<file path="src/rtl/satd_pkg.sv">
// Shared types and helpers for the SATD residual / reconstruction path.
//   LANES  - samples per row
//   ROWS   - rows per block
//   PIX_W  - pixel width; residuals are PIX_W+1 bits signed, sums PIX_W+2 bits signed
package satd_pkg;

  localparam int unsigned LANES  = 8;
  localparam int unsigned ROWS   = 8;
  localparam int unsigned PIX_W  = 8;
  localparam int unsigned RES_W  = PIX_W + 1;
  localparam int unsigned SUM_W  = PIX_W + 2;
  localparam int unsigned ROW_W  = $clog2(ROWS);
  localparam int unsigned CLIP_W = $clog2(LANES * ROWS) + 1;
  localparam int unsigned LCNT_W = $clog2(LANES) + 1;

  typedef logic        [PIX_W-1:0] pix_t;
  typedef logic signed [RES_W-1:0] res_t;
  typedef logic signed [SUM_W-1:0] sum_t;

  typedef pix_t [LANES-1:0] pix_row_t;
  typedef res_t [LANES-1:0] res_row_t;
  typedef sum_t [LANES-1:0] sum_row_t;

  // Stage-1 payload: unclipped sums plus positional tags.
  typedef struct packed {
    sum_row_t         sum;
    logic [ROW_W-1:0] row;
    logic             last;
  } s1_pay_t;

  // Saturate a signed sum into the pixel range [0, 2^PIX_W-1].
  function automatic pix_t clip_pix(input sum_t s);
    if (s[SUM_W-1]) begin
      return '0;
    end else if (s[SUM_W-2:PIX_W] != '0) begin
      return '1;
    end else begin
      return s[PIX_W-1:0];
    end
  endfunction

  // True when clip_pix would alter the value.
  function automatic logic clip_hit(input sum_t s);
    return s[SUM_W-1] | (s[SUM_W-2:PIX_W] != '0);
  endfunction

endpackage

</file>
<file path="src/rtl/recon_lane.sv">
// Per-lane combinational arithmetic for reconstruction.
//   pred, res -> sum_c          : zero-extended pred plus sign-extended res
//   sum       -> pix_c, clip_c  : saturated pixel and a flag set when saturation occurred
// The add and the clip are used in different pipeline stages, so they are
// kept as two independent paths through the same lane instance.
module recon_lane
  import satd_pkg::*;
(
  input  pix_t pred,
  input  res_t res,
  output sum_t sum_c,
  input  sum_t sum,
  output pix_t pix_c,
  output logic clip_c
);

  // Range -2^PIX_W .. 2^(PIX_W+1)-2 always fits SUM_W signed bits.
  assign sum_c  = $signed(SUM_W'(pred)) + SUM_W'(res);
  assign pix_c  = clip_pix(sum);
  assign clip_c = clip_hit(sum);

endmodule

</file>
<file path="src/rtl/recon_row.sv">
// Row reconstruction: REC = clip(PRED + RES, 0, 2^PIX_W-1), LANES samples per beat.
// Two-stage valid/ready pipeline (S1 = sum, S2 = clip/output), positional
// row counter tagging OUT_ROW / OUT_LAST, and a per-block clipped-sample count.
//   CLK, RST_N           clock, async active-low reset
//   IN_VALID / IN_READY  input handshake; PRED, RES carry the row
//   OUT_VALID/OUT_READY  output handshake; REC, OUT_ROW, OUT_LAST carry the row
//   CLIP_CNT, CLIP_VALID clipped-sample total of the last completed block, 1-cycle update pulse
module recon_row
  import satd_pkg::*;
(
  input  logic              CLK,
  input  logic              RST_N,
  input  logic              IN_VALID,
  output logic              IN_READY,
  input  pix_row_t          PRED,
  input  res_row_t          RES,
  output logic              OUT_VALID,
  input  logic              OUT_READY,
  output pix_row_t          REC,
  output logic [ROW_W-1:0]  OUT_ROW,
  output logic              OUT_LAST,
  output logic [CLIP_W-1:0] CLIP_CNT,
  output logic              CLIP_VALID
);

  logic              s1_valid;
  s1_pay_t           s1;
  logic              out_valid;
  pix_row_t          rec;
  logic [ROW_W-1:0]  out_row;
  logic              out_last;
  logic [LCNT_W-1:0] out_clips;
  logic [ROW_W-1:0]  row_cnt;
  logic [CLIP_W-1:0] clip_acc;
  logic [CLIP_W-1:0] clip_cnt;
  logic              clip_valid;

  sum_row_t          lane_sum;
  pix_row_t          lane_pix;
  logic [LANES-1:0]  lane_clip;
  logic [LCNT_W-1:0] row_clips;

  logic in_ready;
  logic accept;
  logic s2_load;
  logic out_fire;
  logic row_is_last;

  // Lane datapath: add feeds S1, clip reads S1.
  for (genvar i = 0; i < int'(LANES); i++) begin : g_lane
    recon_lane u_lane (
      .pred   (PRED[i]),
      .res    (RES[i]),
      .sum_c  (lane_sum[i]),
      .sum    (s1.sum[i]),
      .pix_c  (lane_pix[i]),
      .clip_c (lane_clip[i])
    );
  end

  // Popcount of the lanes clipped in the row currently leaving S1.
  always_comb begin
    row_clips = '0;
    for (int i = 0; i < int'(LANES); i++) begin
      row_clips = row_clips + LCNT_W'(lane_clip[i]);
    end
  end

  // Handshake: S2 takes S1 when the output is empty or draining; S1 refills under the same rule.
  // Gating with RST_N keeps IN_READY low for the whole reset window.
  assign in_ready    = RST_N & (~s1_valid | ~out_valid | OUT_READY);
  assign accept      = IN_VALID & in_ready;
  assign s2_load     = s1_valid & (~out_valid | OUT_READY);
  assign out_fire    = out_valid & OUT_READY;
  assign row_is_last = (row_cnt == ROW_W'(ROWS - 1));

  // Stage 1: sums and positional tags.
  always_ff @(posedge CLK or negedge RST_N) begin
    if (!RST_N) begin
      s1_valid <= 1'b0;
      s1       <= '0;
      row_cnt  <= '0;
    end else begin
      if (accept) begin
        s1_valid <= 1'b1;
        s1.sum   <= lane_sum;
        s1.row   <= row_cnt;
        s1.last  <= row_is_last;
        row_cnt  <= row_is_last ? '0 : row_cnt + ROW_W'(1);
      end else if (s2_load) begin
        s1_valid <= 1'b0;
      end
    end
  end

  // Stage 2: clipped row held stable until the sink takes it.
  always_ff @(posedge CLK or negedge RST_N) begin
    if (!RST_N) begin
      out_valid <= 1'b0;
      rec       <= '0;
      out_row   <= '0;
      out_last  <= 1'b0;
      out_clips <= '0;
    end else begin
      if (s2_load) begin
        out_valid <= 1'b1;
        rec       <= lane_pix;
        out_row   <= s1.row;
        out_last  <= s1.last;
        out_clips <= row_clips;
      end else if (out_fire) begin
        out_valid <= 1'b0;
      end
    end
  end

  // Clip accounting on output transfers; the last row publishes and restarts the block total.
  always_ff @(posedge CLK or negedge RST_N) begin
    if (!RST_N) begin
      clip_acc   <= '0;
      clip_cnt   <= '0;
      clip_valid <= 1'b0;
    end else begin
      clip_valid <= 1'b0;
      if (out_fire) begin
        if (out_last) begin
          clip_cnt   <= clip_acc + CLIP_W'(out_clips);
          clip_valid <= 1'b1;
          clip_acc   <= '0;
        end else begin
          clip_acc   <= clip_acc + CLIP_W'(out_clips);
        end
      end
    end
  end

  assign IN_READY   = in_ready;
  assign OUT_VALID  = out_valid;
  assign REC        = rec;
  assign OUT_ROW    = out_row;
  assign OUT_LAST   = out_last;
  assign CLIP_CNT   = clip_cnt;
  assign CLIP_VALID = clip_valid;

endmodule

</file>
<file path="config.mk">
export PLATFORM = sky130hd
export DESIGN_NAME = recon_row
export DESIGN_NICKNAME = d
export VERILOG_FILES = /design/src/rtl/satd_pkg.sv /design/src/rtl/recon_lane.sv /design/src/rtl/recon_row.sv
export SDC_FILE = /design/constraint.sdc
export NUM_CORES = 1
export LEC_CHECK = 0
export ABC_AREA = 1
export BUFFER_PORTS_ARGS = -buffer_cell sky130_fd_sc_hd__buf_2
export CAP_MARGIN = 20
export CORE_MARGIN = 3
export CORE_UTILIZATION = 50
export DETAILED_ROUTE_END_ITERATION = 6
export GPL_TIMING_DRIVEN = 0
export MAX_ROUTING_LAYER = met4
export PLACE_DENSITY = 0.74
export SLEW_MARGIN = 20
export SYNTH_ARGS = -nofsm -noshare
export SYNTH_HDL_FRONTEND = slang
export SYNTH_SLANG_ARGS = --single-unit
</file>
<file path="constraint.sdc">
create_clock -name CLK -period 4.5 [get_ports CLK]
set_input_delay 0.225 -clock CLK [delete_from_list [all_inputs] [get_ports CLK]]
set_output_delay 0.225 -clock CLK [all_outputs]
set_load 0.005 [all_outputs]
</file>
---- Word level (Yosys, flattened, before mapping) ----
Index checks and enable logic that the tools add are counted.
storage, ports and cells
  flip-flop bits (word level) ............. 176
  input port bits ......................... 140
  output and inout bits ................... 78
  logic and storage cells ................. 89
cells by class
  $add $sub $neg .......................... 17
  equal/unequal tests ..................... 1
  mux-type cells .......................... 24
  bitwise gates (word level) .............. 17
  reductions and logical operators ........ 3
operator list
  cell                   number
  $mux W8                16
  $add A9 B9 Y10         8
  $add A4 B1 Y4          4
  $or A1 B1 Y1           11
  $add A7 B4 Y7          1
  $mux W7                1
  $mux W1                6
  $add A3 B1 Y4          1
  $and A1 B1 Y1          4
  $reduce_bool A2 Y1     2
  $add A2 B1 Y3          1
  $add A3 B1 Y3 const B  1
  $eq A3 B3 Y1 const B   1
  $mux W3                1
  $add A1 B1 Y2          1
  $not A1 Y1             2
  $reduce_and A2 Y1      1

---- Logic depth before layout (Yosys ltp) ----
  depth after elaboration ................. 8
  depth in mapped cells ................... 12
  gate-level depth less buffers ........... 11

---- Cells and area by module ----
Synthesis repeated with hierarchy kept, for this count alone.
second synthesis, totals
  cell total of the unflattened synthesis .. 1,646
  area, all modules ....................... 11,373.4 µm²
by module, submodules not included
  module                              instances  cells each  area an instance (µm²)  seq. area each (µm²)
  recon_row                           1          798         7,040.5                 4,404.2
  recon_lane at g_lane[0].u_lane ...  7          106         541.8                   0.0
  recon_lane at g_lane[1].u_lane      1          106         540.5                   0.0

---- Worst setup path before layout ----
Ideal clock, no wire load.
  kind .................................... register -> register
  from .................................... register s1[12] (netlist name)
  to ...................................... register out_clips[2]
  setup time .............................. 83 ps
  arrival ................................. 3,248 ps
  data required time ...................... 4,417 ps
  setup slack ............................. 1,169 ps
  cell stages (with the launch flop) ...... 13
  path buffers ............................ 1
  period minus slack after synthesis ...... 3,331 ps
  path through ............................ dfrtp_1 clkbuf_1 or2_2 fa_1 fa_1 inv_1 fa_1 inv_1 ha_1 inv_1 fa_1 xor2_1 o21ai_0
between the ends
  word-level cells in the longest chain between the ends .. 8
RTL lines
  what                         line              RTL
  $or A1 B1 Y1                 satd_pkg.sv:44    return s[SUM_W-1] | (s[SUM_W-2:PIX_W] != '0);
  $add A1 B1 Y2                recon_row.sv:65   row_clips = row_clips + LCNT_W'(lane_clip[i]);
  $add A2 B1 Y3                recon_row.sv:65
  $add A3 B1 Y4                recon_row.sv:65
  $add A4 B1 Y4 (4 in series)  recon_row.sv:65
  end signal: assignment       recon_row.sv:110  out_clips <= row_clips;
  end: declaration             recon_row.sv:32   logic [LCNT_W-1:0] out_clips;
Every way passes these cells.
A chain may end at the register's enable or synchronous reset.

---- Worst setup path in the final report ----
  from .................................... register s1[12] (netlist name)
  to ...................................... register out_clips[2]
between the ends
  word-level cells in the longest chain between the ends .. 8
RTL lines
  what                         line
  $or A1 B1 Y1                 satd_pkg.sv:44
  $add A1 B1 Y2                recon_row.sv:65
  $add A2 B1 Y3                recon_row.sv:65
  $add A3 B1 Y4                recon_row.sv:65
  $add A4 B1 Y4 (4 in series)  recon_row.sv:65
Every way passes these cells.

==> results by stage <==
Synthesis:
- The total of flip-flops plus latches after synthesis is 176.
- Synthesis instantiated 33 different standard cells from the library.
- The post-synthesis net count is 1,526.
- Of all cell types, the one taking the most synthesized area is sky130_fd_sc_hd__dfrtp_1.
- The cell area that synthesis handed to floorplanning was 10,200 µm².
- The average size of a mapped cell is 7.87 µm².
- The portion of synthesized cell area occupied by the leading cell type is 0.430.
- The Yosys step of the flow raised 0 warnings.
- After synthesis, the cell types taking the most area are sky130_fd_sc_hd__dfrtp_1, sky130_fd_sc_hd__nand2_1, sky130_fd_sc_hd__ha_1, sky130_fd_sc_hd__o21ai_0, sky130_fd_sc_hd__inv_1.
- The share of synthesized area occupied by flip-flops and latches is 0.430.
- Synthesis produced a netlist whose cell count is 1,300.

Final layout:
- After routing the design area is 12,300 µm².
- The number of fill cells is 1,751.
- The sequential cell area is roughly 4400 µm².
- In the final design database the tool counted 1,765 nets.
- The total area of multi-input combinational cells is approximately 5000 µm².
- The final standard cell count with taps included and fillers excluded is 1,816.
- The antenna diode count is 0.
- The most frequent standard cell in the layout excluding fill and tap cells is sky130_fd_sc_hd__nand2_1.
- The share of post-route cells with drive strength above 1 is 0.189.
- The area added between synthesis and finish is 20.6%.
- The top cell types in the final layout, fill and taps aside, are sky130_fd_sc_hd__nand2_1, sky130_fd_sc_hd__buf_2, sky130_fd_sc_hd__dfrtp_1.

Power:
- The fraction of power consumed by combinational cells is 0.310.
- The clock power share is 0.279.
- Cell internal power was estimated by the tool at approximately 3700 µW.
- Of the total power, registers draw 0.412.
- The switching portion of total power is 0.335.
- The worst IR drop on VDD is 0.273 mV.
- In this run the static leakage power is 0.00688 µW.
- Overall power consumption after layout is estimated at 5510 µW.
- The power per unit of standard cell area is 446 nW/µm².
- The net switching power is 1840 µW.

Setup path:
- The worst setup path is launched from a flip-flop.
- The kind of critical path is flip-flop to flip-flop.
- Along the worst path, the maximum fanout reaches 10.
- For this run, the slowest stage of the critical path takes 0.55 ns.
- The most numerous cell type found on the critical path is sky130_fd_sc_hd__fa_1.
- The signal on the critical path passes through clkbuf_1 -> or2_2 -> fa_1 -> fa_1 -> inv_1 -> fa_1 -> inv_1 -> ha_1 -> inv_1 -> fa_1 -> xor2_1 -> o21ai_0.
- The signal arrival time at the worst endpoint is 3.86 ns.
- STA classifies the critical path endpoint as a flip-flop.
- The cell with the biggest individual delay on the critical path is sky130_fd_sc_hd__fa_1.
- The required time reported for the critical path endpoint is 4.79 ns.

Floorplan:
- The total number of placement rows is 51.
- The starting density of the core is 0.517.
- Measured along the y axis, the die boundary spans 149 µm.
- The overall die area is about 22,000 µm².
- The core region is 19,800 µm².
- The number of top-level pins is 218.
- The die is 149 µm wide.

STA:
- The final max-slew violation count is 0.
- The worst setup skew after layout is 0.00721 ns.
- Setup repair after global routing left no endpoint under its margin.
- The minimum clock period after layout is roughly 3.6 ns.
- Of the available clock period, the critical path in the final layout requires 0.794.
- The number of setup violations in the final report is 0.
- The timing-limited maximum frequency is ~280 MHz.
- The worst hold margin is 0.0734 ns.
- The count of endpoints failing hold in the final timing report is 0.
- After routing, the total negative slack on setup checks comes to 0 ns.
- The worst slew slack as a fraction of its limit is 0.651.
- At the pin with the least slew margin, the transition time is 0.523 ns.

Routing:
- The residual DRC count is 0.
- The final wirelength is approximately 27 mm.
- The number of antenna-violating nets in the routed design is 0.
- The number of iterations in the first detailed-routing pass is 5.
- Summing over every cut layer, the via total after detailed routing is 9,108.
- In the final routed layout, each cell accounts on average for 14.6 µm.
- The detailed router finished its first iteration with around 500 violations.
- Using the TritonRoute via totals, the vias-per-cell ratio works out to approximately 5.

Clocking:
- After clock tree synthesis, the clock-pin slew on the worst setup and hold paths is ~0.06 ns.
- The number of H-tree levels is 4.
- The clock passes through at most 2 buffers.
- Buffers inserted during clock tree synthesis total 17.
- The clock latency on the worst-skew pair is approximately 0.42 ns.
- Gates resized during post-CTS repair numbered 0.
- The number of sinks driven by the clock tree is 176.
- TritonCTS built the clock tree.
- The tree is rooted in a sky130_fd_sc_hd__clkbuf_16.
- The total of hold buffers inserted after clock tree synthesis is 1.
- Buffers added to address setup during post-CTS repair amount to 0.

Global routing:
- The initial antenna violation count is 0.
- In the global route stage, met1 resource usage came out at 0.333.
- The via count of the first global-routing pass was around 8,600.
- For this run, global-route usage on met3 was measured as 0.0395.
- The first global-routing pass estimated roughly 43 mm of wire.
- The overall track demand over capacity in global routing is 0.252.
- In this run the most used layer during global routing was met2.
- The global-route met2 utilization is 0.411.
- Entering global routing, the biggest net connects 100 pins.
- The total congestion overflow is 0.

Placed design:
- At the end of routability-driven placement, the weighted congestion stood at 0.877.
- During placement, the flow inserted port buffers numbering around 220.
- The half-perimeter wire length of the detailed placement result is 20.1 mm.
- Including well taps, the total number of placed cells is 1,784.
- The placed cell area is 11,700 µm².

Worst hold path:
- The class of the tightest hold or removal check is input pin to flip-flop.

Run:
- The reported max-cap violation count is 0.

Status:
- The flow ran to the end, and the final reports show no timing, DRC or antenna violations.
[layout make-up]
cell class	instances	share of cell area
inverter	141	0.0429
multi-input combinational	942	0.405
sequential	176	0.357
tap	265	0.0269
buffer	41	0.0246
clock buffer	22	0.0392
timing repair buffer	220	0.0941
clock inverter	9	0.0106
[cell usage after synthesis, drive strengths merged]
cell / number
a21oi: 36
o21ai: 171
dfrtp: 176
nor3: 8
nand3: 92
xnor2: 22
a22o: 1
inv: 141
o211ai: 1
xor2: 2
o21ba: 1
buf: 27
nand2: 478
fa: 13
or2: 9
nand3b: 4
and2: 3
clkbuf: 14
ha: 73
nand4: 3
o21bai: 1
nor2: 24
[sequential cells by signal, summed over array words and instances (netlist names)]
signal      cells
OUT_LAST        1
s1_valid        1
out_clips       4
CLIP_CNT        7
CLIP_VALID      1
OUT_VALID       1
s1             84
OUT_ROW         3
REC            64
clip_acc        7
row_cnt         3
[critical path: cells and delay by family, from the launching register on]
kind,cells,cell delay (ns)
buf+inv,4,0.36
simple gates,1,0.36
fa+ha+maj,5,2.10
xor+xnor,1,0.17
flops,1,0.36
compound gates,1,0.09
[metal layers]
layer | wire length, µm | part of all wire
met5 | 0 | 0
met1 | 11900 | 0.45
met2 | 12900 | 0.48
met4 | 371 | 0.014
met3 | 1380 | 0.052
[kinds of logic after synthesis]
family / after synthesis / share of synthesized area
buffers and inverters: 182 / 0.0814
AO/OA/AOI/OAI: 211 / 0.105
flip-flops: 176 / 0.430
AND/OR/NAND/NOR: 621 / 0.248
XOR/XNOR: 24 / 0.0205
adder cells (fa/ha/maj): 86 / 0.115
[power groups by stage]
| stage | Combinational (µW) | Sequential [µW] | Clock, µW |
|---|---|---|---|
| 6_report | 1710 | 2270 | 1530 |
| 5_1_grt | 1980 | 2310 | 1620 |
| 4_1_cts | 1730 | 2270 | 1550 |
| 3_5_place_dp | 1720 | 2290 | 0 |
| 3_3_place_gp | 1650 | 2280 | 0 |
| 2_1_floorplan | 1030 | 2250 | 0 |
[path summary, 6_finish.rpt]
path	start	endpoint	slack, ns	cells past startpoint
min	RES[26]	s1[32]	0.07	4
min in group asynchronous	RST_N	s1[82]	0.19	2
max in group asynchronous	RST_N	s1[40]	3.28	4
max	s1[12]	out_clips[2]	0.93	12
max reg2reg	s1[12]	out_clips[2]	0.93	12
min reg2reg	s1[2]	OUT_ROW[1]	0.47	2
[per-stage QoR]
stage / util / worst slack [ns]
6_report: 0.624 / 0.926
5_1_grt: 0.624 / 0.726
4_1_cts: 0.624 / 0.886
3_5_place_dp: 0.592 / 0.907
3_3_place_gp: 0.589 / 0.217
2_1_floorplan: - / 1.17
Power figures use the tool's default switching activity.
